$ cat src/rtl/laser_rx_array.sv
// rtl/laser_rx_array.sv - N-channel oversampling laser line receiver with per-channel holding and aligned release
// Optional even-parity bit between data and stop: define LASER_RX_PARITY_EN.
module laser_rx_array #(
    parameter int N_CH          = 2,
    parameter int DATA_W        = 8,
    parameter int OVERSAMPLE    = 8,
    parameter int ALIGN_TIMEOUT = 40
) (
    input  logic                   clock,
    input  logic                   reset,
    input  logic [N_CH-1:0]        laser_in,
    input  logic                   simultaneous_mode,
    input  logic                   clear_err,
    output logic                   data_valid,
    output logic [N_CH-1:0]        ch_valid,
    output logic [N_CH*DATA_W-1:0] data_out,
    output logic [N_CH-1:0]        frame_err,
    output logic [N_CH-1:0]        overrun,
    output logic                   align_err,
    output logic [N_CH-1:0]        busy
);
    localparam int TW  = $clog2(OVERSAMPLE);
    localparam int BW  = (DATA_W > 1) ? $clog2(DATA_W) : 1;
    localparam int WW  = $clog2(ALIGN_TIMEOUT + 1);
    localparam int MID = OVERSAMPLE / 2;

    typedef enum logic [2:0] {S_IDLE, S_START, S_DATA, S_PARITY, S_STOP} state_t;

    logic [N_CH-1:0]        sync1_q, sync1_d, sync2_q, sync2_d, prev_q, prev_d;
    state_t                 state_q [N_CH];
    state_t                 state_d [N_CH];
    logic [TW-1:0]          tick_q  [N_CH];
    logic [TW-1:0]          tick_d  [N_CH];
    logic [1:0]             votes_q [N_CH];
    logic [1:0]             votes_d [N_CH];
    logic [BW-1:0]          bits_q  [N_CH];
    logic [BW-1:0]          bits_d  [N_CH];
    logic [DATA_W-1:0]      shift_q [N_CH];
    logic [DATA_W-1:0]      shift_d [N_CH];
    logic [DATA_W-1:0]      hold_q  [N_CH];
    logic [DATA_W-1:0]      hold_d  [N_CH];
    logic [N_CH-1:0]        par_bad_q, par_bad_d, full_q, full_d;
    logic [WW-1:0]          wait_q, wait_d;
    logic                   mode_q, mode_d;
    logic                   data_valid_q, data_valid_d, align_err_q, align_err_d;
    logic [N_CH-1:0]        ch_valid_q, ch_valid_d, frame_err_q, frame_err_d;
    logic [N_CH-1:0]        overrun_q, overrun_d, busy_q, busy_d;
    logic [N_CH*DATA_W-1:0] data_out_q, data_out_d;
    logic [N_CH-1:0]        vote_hit, bit_val, commit, bad_frame;

    // Majority over the three samples around mid-bit; the last vote may land on the decision tick.
    always_comb begin
        for (int i = 0; i < N_CH; i++) begin
            vote_hit[i] = sync2_q[i] && (tick_q[i] == TW'(MID - 1) || tick_q[i] == TW'(MID)
                                         || tick_q[i] == TW'(MID + 1));
            bit_val[i]  = (votes_q[i] + {1'b0, vote_hit[i]}) >= 2'd2;
        end
    end

    always_comb begin
        sync1_d   = laser_in;
        sync2_d   = sync1_q;
        prev_d    = sync2_q;
        commit    = '0;
        bad_frame = '0;
        par_bad_d = par_bad_q;
        busy_d    = '0;
        for (int i = 0; i < N_CH; i++) begin
            state_d[i] = state_q[i];
            tick_d[i]  = tick_q[i];
            votes_d[i] = votes_q[i];
            bits_d[i]  = bits_q[i];
            shift_d[i] = shift_q[i];
            if (state_q[i] == S_IDLE) begin
                tick_d[i]  = '0;
                votes_d[i] = '0;
                if (sync2_q[i] && !prev_q[i])
                    state_d[i] = S_START;
            end else if (tick_q[i] != TW'(OVERSAMPLE - 1)) begin
                tick_d[i]  = tick_q[i] + TW'(1);
                votes_d[i] = votes_q[i] + {1'b0, vote_hit[i]};
            end else begin
                tick_d[i]  = '0;
                votes_d[i] = '0;
                case (state_q[i])
                    S_START: begin
                        state_d[i]   = bit_val[i] ? S_DATA : S_IDLE;
                        bits_d[i]    = '0;
                        par_bad_d[i] = 1'b0;
                    end
                    S_DATA: begin
                        shift_d[i] = {bit_val[i], shift_q[i][DATA_W-1:1]};
                        bits_d[i]  = bits_q[i] + BW'(1);
                        if (bits_q[i] == BW'(DATA_W - 1))
`ifdef LASER_RX_PARITY_EN
                            state_d[i] = S_PARITY;
`else
                            state_d[i] = S_STOP;
`endif
                    end
                    S_PARITY: begin
                        par_bad_d[i] = bit_val[i] != (^shift_q[i]);
                        state_d[i]   = S_STOP;
                    end
                    S_STOP: begin
                        state_d[i] = S_IDLE;
                        if (bit_val[i] || par_bad_q[i])
                            bad_frame[i] = 1'b1;
                        else
                            commit[i] = 1'b1;
                    end
                    default: state_d[i] = S_IDLE;
                endcase
            end
            busy_d[i] = state_d[i] != S_IDLE;
        end
    end

    // Release is resolved before commits so a byte can land in a register emptied this cycle.
    always_comb begin
        full_d       = full_q;
        hold_d       = hold_q;
        wait_d       = wait_q;
        mode_d       = simultaneous_mode;
        data_valid_d = 1'b0;
        align_err_d  = 1'b0;
        ch_valid_d   = '0;
        data_out_d   = data_out_q;
        if (simultaneous_mode != mode_q) begin
            full_d = '0;
            wait_d = '0;
        end else if (!simultaneous_mode) begin
            wait_d = '0;
            if (|full_q) begin
                data_valid_d = 1'b1;
                ch_valid_d   = full_q;
                full_d       = '0;
            end
        end else if (&full_q) begin
            data_valid_d = 1'b1;
            ch_valid_d   = '1;
            full_d       = '0;
            wait_d       = '0;
        end else if (|full_q) begin
            if (wait_q == WW'(ALIGN_TIMEOUT - 1)) begin
                full_d      = '0;
                align_err_d = 1'b1;
                wait_d      = '0;
            end else begin
                wait_d = wait_q + WW'(1);
            end
        end else begin
            wait_d = '0;
        end
        overrun_d   = clear_err ? '0 : overrun_q;
        frame_err_d = (clear_err ? '0 : frame_err_q) | bad_frame;
        for (int i = 0; i < N_CH; i++) begin
            if (ch_valid_d[i])
                data_out_d[i*DATA_W +: DATA_W] = hold_q[i];
            if (commit[i]) begin
                if (full_d[i]) begin
                    overrun_d[i] = 1'b1;
                end else begin
                    hold_d[i] = shift_q[i];
                    full_d[i] = 1'b1;
                end
            end
        end
    end

    always_ff @(posedge clock) begin
        if (reset) begin
            sync1_q      <= '0;
            sync2_q      <= '0;
            prev_q       <= '0;
            state_q      <= '{default: S_IDLE};
            tick_q       <= '{default: '0};
            votes_q      <= '{default: '0};
            bits_q       <= '{default: '0};
            shift_q      <= '{default: '0};
            hold_q       <= '{default: '0};
            par_bad_q    <= '0;
            full_q       <= '0;
            wait_q       <= '0;
            mode_q       <= 1'b0;
            data_valid_q <= 1'b0;
            align_err_q  <= 1'b0;
            ch_valid_q   <= '0;
            frame_err_q  <= '0;
            overrun_q    <= '0;
            busy_q       <= '0;
            data_out_q   <= '0;
        end else begin
            sync1_q      <= sync1_d;
            sync2_q      <= sync2_d;
            prev_q       <= prev_d;
            state_q      <= state_d;
            tick_q       <= tick_d;
            votes_q      <= votes_d;
            bits_q       <= bits_d;
            shift_q      <= shift_d;
            hold_q       <= hold_d;
            par_bad_q    <= par_bad_d;
            full_q       <= full_d;
            wait_q       <= wait_d;
            mode_q       <= mode_d;
            data_valid_q <= data_valid_d;
            align_err_q  <= align_err_d;
            ch_valid_q   <= ch_valid_d;
            frame_err_q  <= frame_err_d;
            overrun_q    <= overrun_d;
            busy_q       <= busy_d;
            data_out_q   <= data_out_d;
        end
    end

    assign data_valid = data_valid_q;
    assign ch_valid   = ch_valid_q;
    assign data_out   = data_out_q;
    assign frame_err  = frame_err_q;
    assign overrun    = overrun_q;
    assign align_err  = align_err_q;
    assign busy       = busy_q;
endmodule

$ cat config.mk
export PLATFORM = sky130hd
export DESIGN_NAME = laser_rx_array
export DESIGN_NICKNAME = d
export VERILOG_FILES = /design/src/rtl/laser_rx_array.sv
export SDC_FILE = /design/constraint.sdc
export NUM_CORES = 1
export LEC_CHECK = 0
export CAP_MARGIN = 10
export CORE_MARGIN = 8
export CORE_UTILIZATION = 35
export DETAILED_ROUTE_END_ITERATION = 8
export PLACE_DENSITY = 0.56
export SLEW_MARGIN = 20
export SYNTH_ARGS = -nofsm -noshare
export SYNTH_HDL_FRONTEND = slang
export SYNTH_SLANG_ARGS = --single-unit
$ cat constraint.sdc
create_clock -name clock -period 2.52 [get_ports clock]
set_input_delay 0.756 -clock clock [delete_from_list [all_inputs] [get_ports clock]]
set_output_delay 0.756 -clock clock [all_outputs]
set_load 0.01 [all_outputs]
* Word-level counts from Yosys, hierarchy flattened
Cells that the tools add are included.
** Cells by class
- $add $sub $neg :: 7
- $mul :: 0
- Divide/modulo/power cells :: 0
- Magnitude comparators :: 2
- Equal/unequal tests :: 22
- Shift operators :: 0
- Multiplexer cells :: 54
- Bitwise logic cells :: 9
- Reductions and logical operators :: 37
** Operators by type and width (count)
- 2-bit two-way mux :: 14
- 1-bit two-way mux :: 26
- 3-bit equality test (second input constant) :: 8
- 3-bit two-way mux :: 8
- 3-bit by 2-bit equality test with 1-bit output (second input constant) :: 6
- 3-bit case mux with 3 select lines :: 2
- 3-bit AND reduction :: 6
- 8-bit parity :: 2
- 3-bit by 1-bit adder with 3-bit output (second input constant) :: 4
- 3-bit case mux with 2 select lines :: 2
- 1-bit inverter :: 8
- 2-bit nonzero test :: 4
- 6-bit by 1-bit adder with 6-bit output (second input constant) :: 1
- 3-bit by 1-bit equality test with 1-bit output (second input constant) :: 2
- 6-bit equality test (second input constant) :: 1
- 3-bit logical NOT :: 2
- 1-bit logical OR :: 6
- 3-bit inequality test (second input constant) :: 2
- 2-bit AND reduction :: 3
- 3-bit nonzero test :: 2
- 3-bit OR reduction :: 2
- 6-bit OR reduction :: 1
- 5-bit OR reduction :: 1
- 2-bit by 1-bit adder with 2-bit output :: 2
- 7 further kinds :: 16
** Storage, ports and cells
- Flip-flop bits (word level) :: 97
- Bits in latches :: 0
- Bits in writable memories :: 0
- Memory bits (read-only) :: 0
- Input port bits :: 6
- Output and inout port bits :: 26
- Logic and storage cells :: 159
- Memories :: 0

* Depth between registers and ports, before layout
Gate-level depths: netlist of the first run.
- Depth after elaboration :: 12
- Depth in mapped cells :: 10
- Depth with buffers taken out :: 9

* Worst setup path before layout of the first run
OpenSTA, ideal clock, no wires.
- Path kind :: register to register
- Start :: register tick_q[3] in the netlist's numbering
- End :: register par_bad_q[0]
- Library setup time :: 0.096 ns
- Data arrival time :: 1.953 ns
- Required time :: 2.424 ns
- Setup slack :: 0.471 ns
- Stages on the path, launching flop included :: 10
- Buffers on the path :: 0
- Period minus slack after synthesis :: 2.049 ns
- Cells stage by stage :: dfxtp_1 -> inv_1 -> ha_1 -> nor2_1 -> a21oi_1 -> ha_1 -> xor2_1 -> xnor3_1 -> xnor2_1 -> o41ai_2
** Between the ends
- Longest elaborated chain between the ends :: 8
- Elaborated cells on any way between the ends :: 13
- Those cells by class :: 1 x add/sub; 1 x order compare; 5 x eq/ne; 1 x mux; 1 x bitwise; 4 x reduce/logical
** Ends and longest elaborated chain
- from (decl) :: RTL line 32 : logic [TW-1:0] tick_q [N_CH];
- from (signal assigned) :: RTL line 198 : tick_q <= tick_d;
- 3-bit by 2-bit equality test with 1-bit output or 3-bit equality test (tied branches) :: RTL line 54 : vote_hit[i] = sync2_q[i] && (tick_q[i] == TW'(MID - 1) || tick_q[i] == TW'(MID)
- 1-bit logical OR :: RTL line 54
- 1-bit logical OR :: RTL line 55 : || tick_q[i] == TW'(MID + 1));
- 1-bit logical AND :: RTL line 54
- 2-bit by 1-bit adder with 2-bit output :: RTL line 56 : bit_val[i] = (votes_q[i] + {1'b0, vote_hit[i]}) >= 2'd2;
- 2-bit greater-or-equal comparator :: RTL line 56
- 1-bit inequality test :: RTL line 102 : par_bad_d[i] = bit_val[i] != (^shift_q[i]);
- 1-bit case mux with 2 select lines :: RTL line 85 : case (state_q[i])
- to (signal assigned) :: RTL line 203 : par_bad_q <= par_bad_d;
- to (decl) :: RTL line 42 : logic [N_CH-1:0] par_bad_q, par_bad_d, full_q, full_d;
Several ways; a longest one is shown, not always the timed one.
A chain may end at the register's enable or synchronous reset.

* Worst setup path in the final report of the first run
Same ends and word-level chain as after synthesis.

==> impl_metrics.toml, run 1 <==
[outcome]
status = "complete, no violations"

[power]
power.density_nw_per_um2 = 617
total_power_w = 0.00294
p_leak_nw = 1.85
irDropWorstVdd_mv = 0.316

[worst_hold_path]
hold_path_depth = 1
hp-start = "sync1_q[0]"
hold_class = "register to register"
min_to = "prev_d[0]"

[worst_setup_path]
reg2reg_depth = 9
reg2reg_to = "par_bad_q[0]"
crit_slowest_cell = "xnor3_1"
cp.arrival_ns = 2.46
required_ns = 2.77
critPathCaptureType = "register"
critPathLaunchType = "register"
crit_buf_inv = 1
crit_top_cell = "ha_1"
rrSetupSlack_ns = 0.30
crit_type = "register to register"
cp_max_fo = 4
crit_family = "XOR/XNOR gates"
rr_startpoint = "tick_q[3]"
cpPeakStageDelay_ns = 0.46
path_cells = "inv_1 -> ha_1 -> nor2_1 -> a21oi_1 -> ha_1 -> xor2_1 -> xnor3_1 -> xnor2_1 -> o41ai_2"

[logic_synthesis]
syn_area_per_cell_sq_um = 9.34
synth.largest_area_cell = "dfxtp_1"
synthFlopType = "dfxtp_1"
ys_seq_area_share_pct = 47.8
synth_mux_area_share_pct = 4.74
yosys.area_share.simple_pct = 20.9
synth_top_family_by_area = "simple AND/OR/NAND/NOR gates"
synth_top_area_share_pct = 47.8
synth_enable_flop_cells = 0
synth_xor_xnor_area_share_pct = 5.60
synth_nets = 456
syn_area_sq_um = 4060
yosys_register_bits = 97
synthTopCellsByArea = "dfxtp_1 (48%), a21oi_1 (5.4%), ha_1 (4.6%)"
synth_adder_area_share_pct = 4.62
synth-compound-area-share_pct = 13.3
syn_inst = 435
synthDistinctLibCells = 52
synthArstFlopShare_pct = 0
yosys_warnings = 0

[sta]
final.period_utilization_pct = 88.0
clock_skew_ns = 0.00661
rsz0062_at_grt = "no"
maxSlewHeadroom_pct = 68.3
worst_slew_pin_slew_ns = 0.475
layout_min_cycle_time_ns = 2.22
slew_violations = 0
tns_ns = 0
max_freq_ghz = 0.451
finalWorstSetupSlack_ns = 0.301
setup_violations = 0
finalHoldViolations = 0

[clocking]
worstSkewPairLatency_ns = 0.34
htree_levels = 3
cts.repair.resized = 0
cts.root.buffer_cell = "clkbuf_16"
cts_hold_buffers = 0
cts_tree = "built"
numClockSinks = 97
cts_made_buffers = 9
clk_pin_slew_ns = 0.06
cts_buffer_depth = 2
post_cts_buffers = 0

[routing]
ant_nets = 0
routedWlPerCell_um = 13.0
route.detailed.drc = 0
vias_per_cell = 4.85
routed_wl_um = 7940
firstDrtPassIters = 4
drt_iter0_drc = 198
vias = 2951

[global_routing]
overflow = 0
antenna_found_initial = 0
grt_max_degree = 25
grt_pass1_wl_um = 13500
grtUsageTotal_pct = 11.1
grt_pass1_vias = 2737

[layout]
antenna_cells = 0
final_nets = 482
mostFrequentLayoutCells = "dfxtp_1 (97), nor2_1 (44), a21oi_1 (44), nand2_1 (36), clkdlybuf4s50_1 (30)"
final_area_sq_um = 4770
layout_commonest_cell = "dfxtp_1"
area_growth_pct = 17.4
drive_above_1_share_pct = 7.51
finalNonFillerCells = 609
fillers = 1163

[placed_design]
port_buffers = 31
gp_congestion = 0.751
dp_slack_ns = 0.234
placed_cells = 593
dp_hpwl_um = 5540
placed_area_sq_um = 4490

[floorplanning]
dieArea_sq_um = 15300
num_rows = 39
core_area_sq_um = 11400
die_h_um = 124
io_pins = 32
die_w_um = 124
start_util_pct = 35.7

[job]
maxCapViolCount = 0
[routing by layer]
| metal | up-vias | track usage [%] | share of wire (%) |
|---|---|---|---|
| met5 | - | 0 | 0 |
| met2 | 44 | 15.6 | 41 |
| met3 | 7 | 2.72 | 5.2 |
| met4 | 0 | 5.87 | 1.3 |
| li1 | 1551 | - | - |
| met1 | 1349 | 15.5 | 53 |
[synth_stat cells (6+ instances only)]
cell type  instances
inv_1              7
nand3b_1           6
a21oi_1           44
ha_1              15
nand2b_1           6
clkbuf_1           6
mux2i_1           17
buf_2             11
xnor2_1           14
nand2_1           36
nor2_1            44
nor2b_1           15
dfxtp_1           97
o21ai_0           23
nand3_1           22
and2_1             7
[through the flow]
stage                     hold WS (ns)  util, %
final                            0.441     41.9
after global routing             0.464     41.9
after CTS                        0.440     41.9
after detailed placement         0.424     39.5
after global placement           0.418     39.5
after floorplan                  0.413        -
[logic make-up after synthesis]
logic type	count (synthesis)
fa+ha+maj	15
compound gates	91
flops	97
simple gates	163
xor+xnor	22
buf+inv	28
mux	19
[worst register-to-register path, delay by kind of cell, from the launching register on]
kind,cells,cell delay [ns]
simple gates,1,0.10
flops,1,0.37
compound gates,2,0.33
xor+xnor,3,0.88
buf+inv,1,0.06
fa+ha+maj,2,0.39
[power breakdown]
part           leakage (nW)  switching, W  internal [W]  total (W)
combinational         0.930     0.0000461     0.0000408  0.0000869
clock                 0.135      0.000592      0.000698    0.00129
sequential            0.783     0.0000153       0.00155    0.00156
[state kept, by name (all words and copies together), names as in the netlist, 4 cells and up]
register  cells
votes_q       4
bits_q        6
wait_q        6
tick_q        6
hold_q       16
state_q       6
shift_q      16
data_out     16
[final cells by class]
cell class | count | area (sq um) | area share (%)
clock buffers | 10 | 239 | 5.01
clock inverters | 6 | 42.5 | 0.892
inverters | 7 | 26.3 | 0.551
multi-input cells | 310 | 2000 | 41.9
flip-flops and latches | 97 | 1940 | 40.7
well taps | 143 | 179 | 3.75
repair buffers | 36 | 343 | 7.19
[worst max-delay path by stage]
| stage | startpoint | to | depth (start not counted) |
|---|---|---|---|
| 4_1_cts | tick_q[3] | par_bad_q[0] | 9 |
| 2_1_floorplan | tick_q[3] | par_bad_q[0] | 9 |
| 3_5_place_dp | simultaneous_mode | hold_q[6] | 5 |
| 3_3_place_gp | simultaneous_mode | hold_q[1] | 5 |
| 5_1_grt | tick_q[3] | par_bad_q[0] | 9 |
| 6_report | tick_q[3] | par_bad_q[0] | 9 |
(Power assumes the default switching activity.)
==> run 2: changes to the inputs <==
Settings changed: ABC_CLOCK_PERIOD_IN_PS set to 2520, SLEW_MARGIN 20 to 15.
==> results of run 2 <==
Final layout, timing and power as in run 1 (identical DEF).
==> run 3: changes to the inputs <==
Settings changed: CORE_MARGIN 8 to 4, GPL_TIMING_DRIVEN set to 0.
==> impl_metrics.toml, run 3 (synthesis results as in run 1) <==
[power]
p_leak_nw = 1.90
p_clk_share_pct = 44.3
swShare_pct = 22.0
p_int_w = 0.00232
power.density_nw_per_um2 = 614
combPwrFrac_pct = 3.3
irDropWorstVdd_mv = 0.470
seqPwrFrac_pct = 52.4
netSwitchingPower_w = 0.000656

[clocking]
cts.repair.resized = 0
cts.root.buffer_cell = "clkbuf_16"
clk_pin_slew_ns = 0.06
worstSkewPairLatency_ns = 0.34
cts_hold_buffers = 0
htree_levels = 3
post_cts_buffers = 0
cts_made_buffers = 9
cts_tree = "built"
cts_buffer_depth = 2
numClockSinks = 97

[worst_setup_path]
cp_max_fo = 4
crit_type = "register to register"
rrSetupSlack_ns = 0.20
required_ns = 2.77
critPathLaunchType = "register"
reg2reg_to = "par_bad_q[0]"
cp.arrival_ns = 2.57
rr_startpoint = "tick_q[3]"
reg2reg_depth = 9
crit_start = "tick_q[3]"
critPathCaptureType = "register"

[layout]
final_area_sq_um = 4840
final_util_pct = 42.6
antenna_cells = 0
area_growth_pct = 19.2
fillers = 1174
layout_commonest_cell = "dfxtp_1"
final_nets = 498
mostFrequentLayoutCells = "dfxtp_1 (97), nor2_1 (44), a21oi_1 (44), nand2_1 (36), clkdlybuf4s50_1 (31)"
drive_above_1_share_pct = 8.71

[sta]
final.period_utilization_pct = 92.0
slew_violations = 0
setup_violations = 0
finalWorstSetupSlack_ns = 0.203
worst_slew_pin_slew_ns = 0.607
tns_ns = 0
clock_skew_ns = 0.00752
rsz0062_at_grt = "no"
layout_min_cycle_time_ns = 2.32
maxSlewHeadroom_pct = 59.5
max_freq_ghz = 0.432
finalHoldViolations = 0

[routing]
ant_nets = 0
route.detailed.drc = 0
firstDrtPassIters = 4
vias_per_cell = 4.82
routedWlPerCell_um = 13.0
drt_iter0_drc = 158
vias = 3013
routed_wl_um = 8130

[floorplanning]
num_rows = 39
start_util_pct = 35.7
dieArea_sq_um = 13400
die_h_um = 116
die_w_um = 116
io_pins = 32
core_area_sq_um = 11400

[placed_design]
placed_area_sq_um = 4550
dp_slack_ns = -0.0666
port_buffers = 31
dp_hpwl_um = 5900
gp_congestion = 0.733

[global_routing]
grt_max_degree = 17
grt_pass1_wl_um = 13900
antenna_found_initial = 0
grt_pass1_vias = 2926
grtUsageTotal_pct = 13.1
overflow = 0

[job]
maxCapViolCount = 0

[worst_hold_path]
hold_path_depth = 1
hold_class = "register to register"
hp-start = "sync1_q[0]"
min_to = "prev_d[0]"

[outcome]
status = "complete, no violations"
## run 3: cell types whose count changed in the layout (fill, tap and decap cells not counted), moves of 2 or more
cell / delta
buf_2: +10
clkbuf_1: +6
buf_1: +2
buf_4: -4
## run 3: worst max-delay path: stages, from the launching register on
cell and delay [ns]:
dfxtp_1 0.38, inv_1 0.06, ha_1 0.19, nor2_1 0.10, a21oi_1 0.08, ha_1 0.21, xor2_1 0.32, xnor3_1 0.48
xnor2_1 0.15, o41ai_2 0.26
## run 3: worst max-delay path by stage
stage | end | slack (ns) | cells after the start
floorplan | par_bad_q[0] | 0.47 | 9
global placement | data_valid | -0.07 | 5
detailed placement | bits_q[5] | -0.07 | 5
CTS | par_bad_q[0] | 0.17 | 9
global route | par_bad_q[0] | 0.06 | 9
finish | par_bad_q[0] | 0.20 | 9
## run 3: stage by stage
step                      hold slack [ns]  power (W)  std cells
final                               0.438    0.00298        625
after global routing                0.456    0.00310        625
after CTS                           0.445    0.00302        625
after detailed placement            0.429    0.00169        609
after global placement              0.421    0.00169        609
after floorplan                     0.413    0.00166        435
## run 3: final cells by class
class | count | area [sq um] | share of cell area [%]
clock buffers | 11 | 253 | 5.22
repair buffers | 31 | 310 | 6.40
clock inverters | 5 | 38.8 | 0.801
well taps | 143 | 179 | 3.69
flip-flops and latches | 97 | 1940 | 40.1
plain buffers | 21 | 97.6 | 2.01
inverters | 7 | 26.3 | 0.542
multi-input cells | 310 | 2000 | 41.2
## run 3: power groups by stage
stage / registers [W] / clock network [W] / logic [W]
after global placement: 0.00159 / 0 / 0.0000960
after CTS: 0.00156 / 0.00136 / 0.0000992
after global routing: 0.00156 / 0.00143 / 0.000110
after floorplan: 0.00159 / 0 / 0.0000652
final: 0.00156 / 0.00132 / 0.0000968
after detailed placement: 0.00159 / 0 / 0.0000989
## run 3: routing by layer
metal	global-route usage (%)	wire (um)	up-vias
met5	0	0	-
li1	-	-	1581
met2	20.0	3500	41
met3	4.23	348	10
met1	17.6	4150	1381
met4	4.33	133	0
==> variant 1, RTL diff (config.mk and constraints of run 3) <==
`DATA_W`: 8 -> 16.
--- a/src/rtl/laser_rx_array.sv
+++ b/src/rtl/laser_rx_array.sv
@@ -2,7 +2,7 @@
 // Optional even-parity bit between data and stop: define LASER_RX_PARITY_EN.
 module laser_rx_array #(
     parameter int N_CH          = 2,
-    parameter int DATA_W        = 8,
+    parameter int DATA_W        = 16,
     parameter int OVERSAMPLE    = 8,
     parameter int ALIGN_TIMEOUT = 40
 ) (
Ports: changed (resized data_out); port bits go from 32 to 48. No check against the original RTL was run, so the function may have changed too.
==> variant 1 against run 3 <==
Sequential cell count grew 50. Setup slack got worse by 0.057 ns. Cell area rose by 51%. Sequential power up 51%. Global-route usage grew 0.45 points. Routed wire length grew 55%. Power increased by 69%. Critical path depth is 3 higher. Area after synthesis grew 46%. Sequential share of layout area is essentially flat. Via count increased by 49%. Synthesized cell count grew 50%. Critical path type unchanged. Critical endpoint is now hold_q[29].
==> variant 1: results <==
export IMPL_outcome="finished, final reports clean"
export IMPL_ff2ff_path_depth=12
export IMPL_clock_skew_ns=0.0109
export IMPL_cts_tree="yes"
export IMPL_grt_max_degree=17
export IMPL_slowest_stage="dfxtp_2"
export IMPL_synth_fp_nets=672
export IMPL_synthTopCellsByArea="dfxtp_1 (50%), mux2i_1 (8.1%), nand2_1 (7.1%)"
export IMPL_cp_max_fo=10
export IMPL_grt_pass1_vias=4422
export IMPL_synth_commonest_cells="dfxtp_1 (147), nand2_1 (113), nor2_1 (83), a21oi_1 (64), mux2i_1 (48)"
export IMPL_synth_top_area_share_pct=49.5
export IMPL_pg_clk_uw=2580
export IMPL_intPower_uw=4030
export IMPL_cts_root_buf="clkbuf_16"
export IMPL_fin_nets=741
export IMPL_wirelength_um=12600
export IMPL_synth_adder_area_share_pct=2.74
export IMPL_dp_hpwl_um=9100
export IMPL_p_leak_uw=0.00270
export IMPL_ys_seq_area_share_pct=49.5
export IMPL_synth_distinct_cells=53
export IMPL_yosys_warnings=0
export IMPL_clockBufferDepth=2
export IMPL_muxShareOfSynthArea_pct=8.27
export IMPL_cpPeakStageDelay_ns=0.36
export IMPL_num_fill_cells=1609
export IMPL_wl_per_cell_um=13.2
export IMPL_drtIter0Drc=234
export IMPL_htreeDepth=4
export IMPL_cts_resized=0
export IMPL_drt_pass1_iterations=5
export IMPL_gp_congestion=0.799
export IMPL_cts_reportedPaths_clkPinSlew_ns=0.06
export IMPL_num_vias=4490
export IMPL_port_buffers=47
export IMPL_total_power_uw=5040
export IMPL_clkLatencyLatePin_ns=0.42
export IMPL_vdd_ir_drop_max_mv=0.487
export IMPL_post_route_cells_drive_above_1_share_pct=8.03
export IMPL_tightest_slew_ns=0.613
export IMPL_cts_buffers=17
export IMPL_place_inst=920
export IMPL_synth_xor_area_share_pct=6.00
export IMPL_synthCells=653
export IMPL_synth_compound_area_share_pct=9.35
export IMPL_grt_pass1_wl_um=21300
export IMPL_ant_nets=0
export IMPL_async_reset_ff_share_pct=0
export IMPL_holdPathStages=1
export IMPL_grt_use_total_pct=13.5
export IMPL_p_seq_uw=2350
export IMPL_arrival_ns=2.65
export IMPL_reg2reg_setup_slack_ns=0.15
export IMPL_hold_ws_ns=0.441
export IMPL_cts_setup_buffers=0
export IMPL_num_antenna_cells=0
==> variant 1: critical path: cells and delay by family, from the launching register on <==
family / cells / cell delay, ns
muxes: 1 / 0.19
buffers and inverters: 3 / 0.36
xor gates and xnor gates: 1 / 0.23
adders and majority gates: 2 / 0.41
AOI/OAI and AO/OA: 1 / 0.08
DFF: 1 / 0.36
and+or+nand+nor: 4 / 0.60
==> variant 1: worst paths after layout <==
| path | start | to |
|---|---|---|
| min | sync1_q[0] | prev_d[0] |
| min reg2reg | sync1_q[0] | prev_d[0] |
| max | tick_q[3] | hold_q[29] |
| max reg2reg | tick_q[3] | hold_q[29] |
==> variant 1: cell type report <==
cell class / count / area, µm² / area share, %
sequential: 147 / 2950 / 40.1
multi-input combinational: 462 / 2780 / 37.9
timing repair buffer: 50 / 493 / 6.72
clock buffer: 22 / 484 / 6.60
tap: 220 / 275 / 3.75
buffer: 34 / 194 / 2.64
clock inverter: 10 / 129 / 1.76
inverter: 10 / 37.5 / 0.511
==> variant 1: metal layers <==
metal / vias up / wire length, µm / global-route usage [%]
met1: 2090 / 5850 / 16.5
met5: - / 0 / 0
li1: 2311 / - / -
met2: 77 / 6160 / 22.9
met3: 12 / 539 / 3.87
met4: 0 / 76 / 4.99
==> variant 1: per-stage QoR <==
step	setup WS, ns	instance area [µm²]
after floorplan	0.381	5940
after global placement	-0.174	6690
after detailed placement	-0.176	6690
after CTS	0.0412	7300
after global routing	0.0120	7340
final	0.145	7340
==> variant 1: kinds of logic (layout without fill, tap and decap cells) <==
logic type      Yosys count  in the layout
mux                      49             49
xor+xnor                 36             36
buf+inv                  44            126
simple gates            265            265
fa+ha+maj                13             13
compound gates           99             99
flops                   147            147
==> variant 2, RTL diff (flow settings as in run 3) <==
Made on the original files. Make the reset (`reset`) asynchronous in one clocked block.
--- a/src/rtl/laser_rx_array.sv
+++ b/src/rtl/laser_rx_array.sv
@@ -168,7 +168,7 @@
         end
     end
 
-    always_ff @(posedge clock) begin
+    always_ff @(posedge clock or posedge reset) begin
         if (reset) begin
             sync1_q      <= '0;
             sync2_q      <= '0;
Check against the original RTL: differs if reset is asserted again (counterexample within 4 cycles, from zero or initial values and one cycle with reset high); with reset held inactive, the same outputs for 10 cycles.
==> variant 2 against run 3 <==
Worst hold slack worse by 0.089 ns. Global-route usage down 1.8 points. Clock skew down 0.0030 ns. Cell area up 5.2%. Count of clock-buffer cells in the layout down 1. Core utilization up 1.3 points. Routed wire length down 12%. First-iteration DRC count down 31%. Sequential cell count unchanged. Area after synthesis up 4.3%. Via count down 16%. Setup slack worse by 0.037 ns. Die area up 4.0%.
Power is not compared: it rests on default switching activity, and its combinational part moved more than twofold at a synthesized area within 25%.
==> variant 2: results <==
export IMPL_pre_cts_ws_ns=0.0451
export IMPL_grt_max_degree=32
export IMPL_htreeDepth=3
export IMPL_seqPwrFrac_pct=44.9
export IMPL_cts_root_buf="clkbuf_16"
export IMPL_cts_buffers=9
export IMPL_drtIter0Drc=109
export IMPL_cts_resized=0
export IMPL_drv_slew=0
export IMPL_antenna_found_initial=0
export IMPL_m1WireLength_um=3290
export IMPL_p_leak_uw=0.00238
export IMPL_place_inst=504
export IMPL_fin_nets=393
export IMPL_grt_use_total_pct=11.3
export IMPL_outcome="finished, final reports clean"
export IMPL_async_reset_ff_share_pct=100
export IMPL_synthTopCellsByArea="dfrtp_1 (57%), mux2_2 (10%), ha_1 (4.4%)"
export IMPL_p_sw_uw=1210
export IMPL_num_vias=2526
export IMPL_port_buffers=31
export IMPL_synth_commonest_cells="dfrtp_1 (97), mux2_2 (38), nand2_1 (20), nor2_1 (18), o21ai_0 (17)"
export IMPL_hold_path_class="reg -> reg"
export IMPL_ys_seq_area_share_pct=57.2
export IMPL_wirelength_um=7190
export IMPL_clock_skew_ns=0.00448
export IMPL_clockBufferDepth=2
export IMPL_dp_hpwl_um=5060
export IMPL_cts_reportedPaths_clkPinSlew_ns=0.06
export IMPL_clkLatencyLatePin_ns=0.33
export IMPL_drt_pass1_iterations=4
export IMPL_grt_pass1_wl_um=12800
export IMPL_cts_setup_buffers=0
export IMPL_synth_distinct_cells=43
export IMPL_yosys_warnings=0
export IMPL_grt_pass1_vias=2682
export IMPL_switching_share_pct=28.6
export IMPL_arrival_ns=2.57
export IMPL_clkPwrFrac_pct=31.9
export IMPL_relSlewSlack_pct=55.0
export IMPL_synth_fp_nets=348
export IMPL_placed_cell_area_mm2=0.00479
export IMPL_vdd_ir_drop_max_mv=0.321
export IMPL_synth_avg_cell_area_um2=13.0
export IMPL_post_route_cells_drive_above_1_share_pct=21.5
export IMPL_num_antenna_cells=0
export IMPL_wl_met3_um=217
export IMPL_wl_per_cell_um=13.9
export IMPL_cp_max_fo=8
export IMPL_top_layer="met4"
export IMPL_wl_met2_um=3540
export IMPL_gp_congestion=0.777
-- variant 2: cell count changes after synthesis, sizes merged, moves of 17 or more --
| cell | before | now |
|---|---|---|
| mux2 | 2 | 46 |
| dfrtp | 0 | 97 |
| nor2 | 47 | 20 |
| nand3 | 22 | 5 |
| a21oi | 45 | 8 |
| dfxtp | 97 | 0 |
-- variant 2: final cells by class --
class,count,area (µm²)
fillers,1099,6520
flip-flops and latches,97,2430
multi-input cells,206,1710
repair buffers,34,370
clock buffers,10,239
well taps,143,179
inverters,16,63.8
clock inverters,5,56.3
plain buffers,8,56.3
-- variant 2: cells by family after synthesis --
group	Yosys count	synth area share (%)
AOI/OAI and AO/OA	43	6.31
xor gates and xnor gates	23	5.58
adders and majority gates	15	4.43
buffers and inverters	24	2.74
DFF	97	57.2
muxes	49	13.6
and+or+nand+nor	76	10.1
-- variant 2: layer usage --
metal | up-vias | global-route usage [%]
met5 | - | 0
met4 | 0 | 4.47
met3 | 15 | 3.27
met2 | 34 | 18.5
met1 | 1261 | 14.0
li1 | 1216 | -
-- variant 2: worst max-delay path: stages, from the launching register on --
cell and delay (ns):
dfrtp_1 0.41, ha_1 0.23, o21ai_1 0.14, a21oi_1 0.06, ha_1 0.24, xor2_2 0.21
or3_4 0.37, nor2b_4 0.14, buf_12 0.15, mux2_4 0.30
-- variant 2: path summary, 6_finish.rpt --
check / start / endpoint / slack [ns] / cells after the start
hold / removal: sync1_q[1] / prev_d[1] / 0.35 / 0
setup / recovery: tick_q[3] / hold_q[14] / 0.17 / 9
hold reg to reg: sync1_q[1] / prev_d[1] / 0.35 / 0
min in group asynchronous: reset / align_err / 0.75 / 2
max in group asynchronous: reset / bits_q[5] / 1.11 / 4
setup reg to reg: tick_q[3] / hold_q[14] / 0.17 / 9
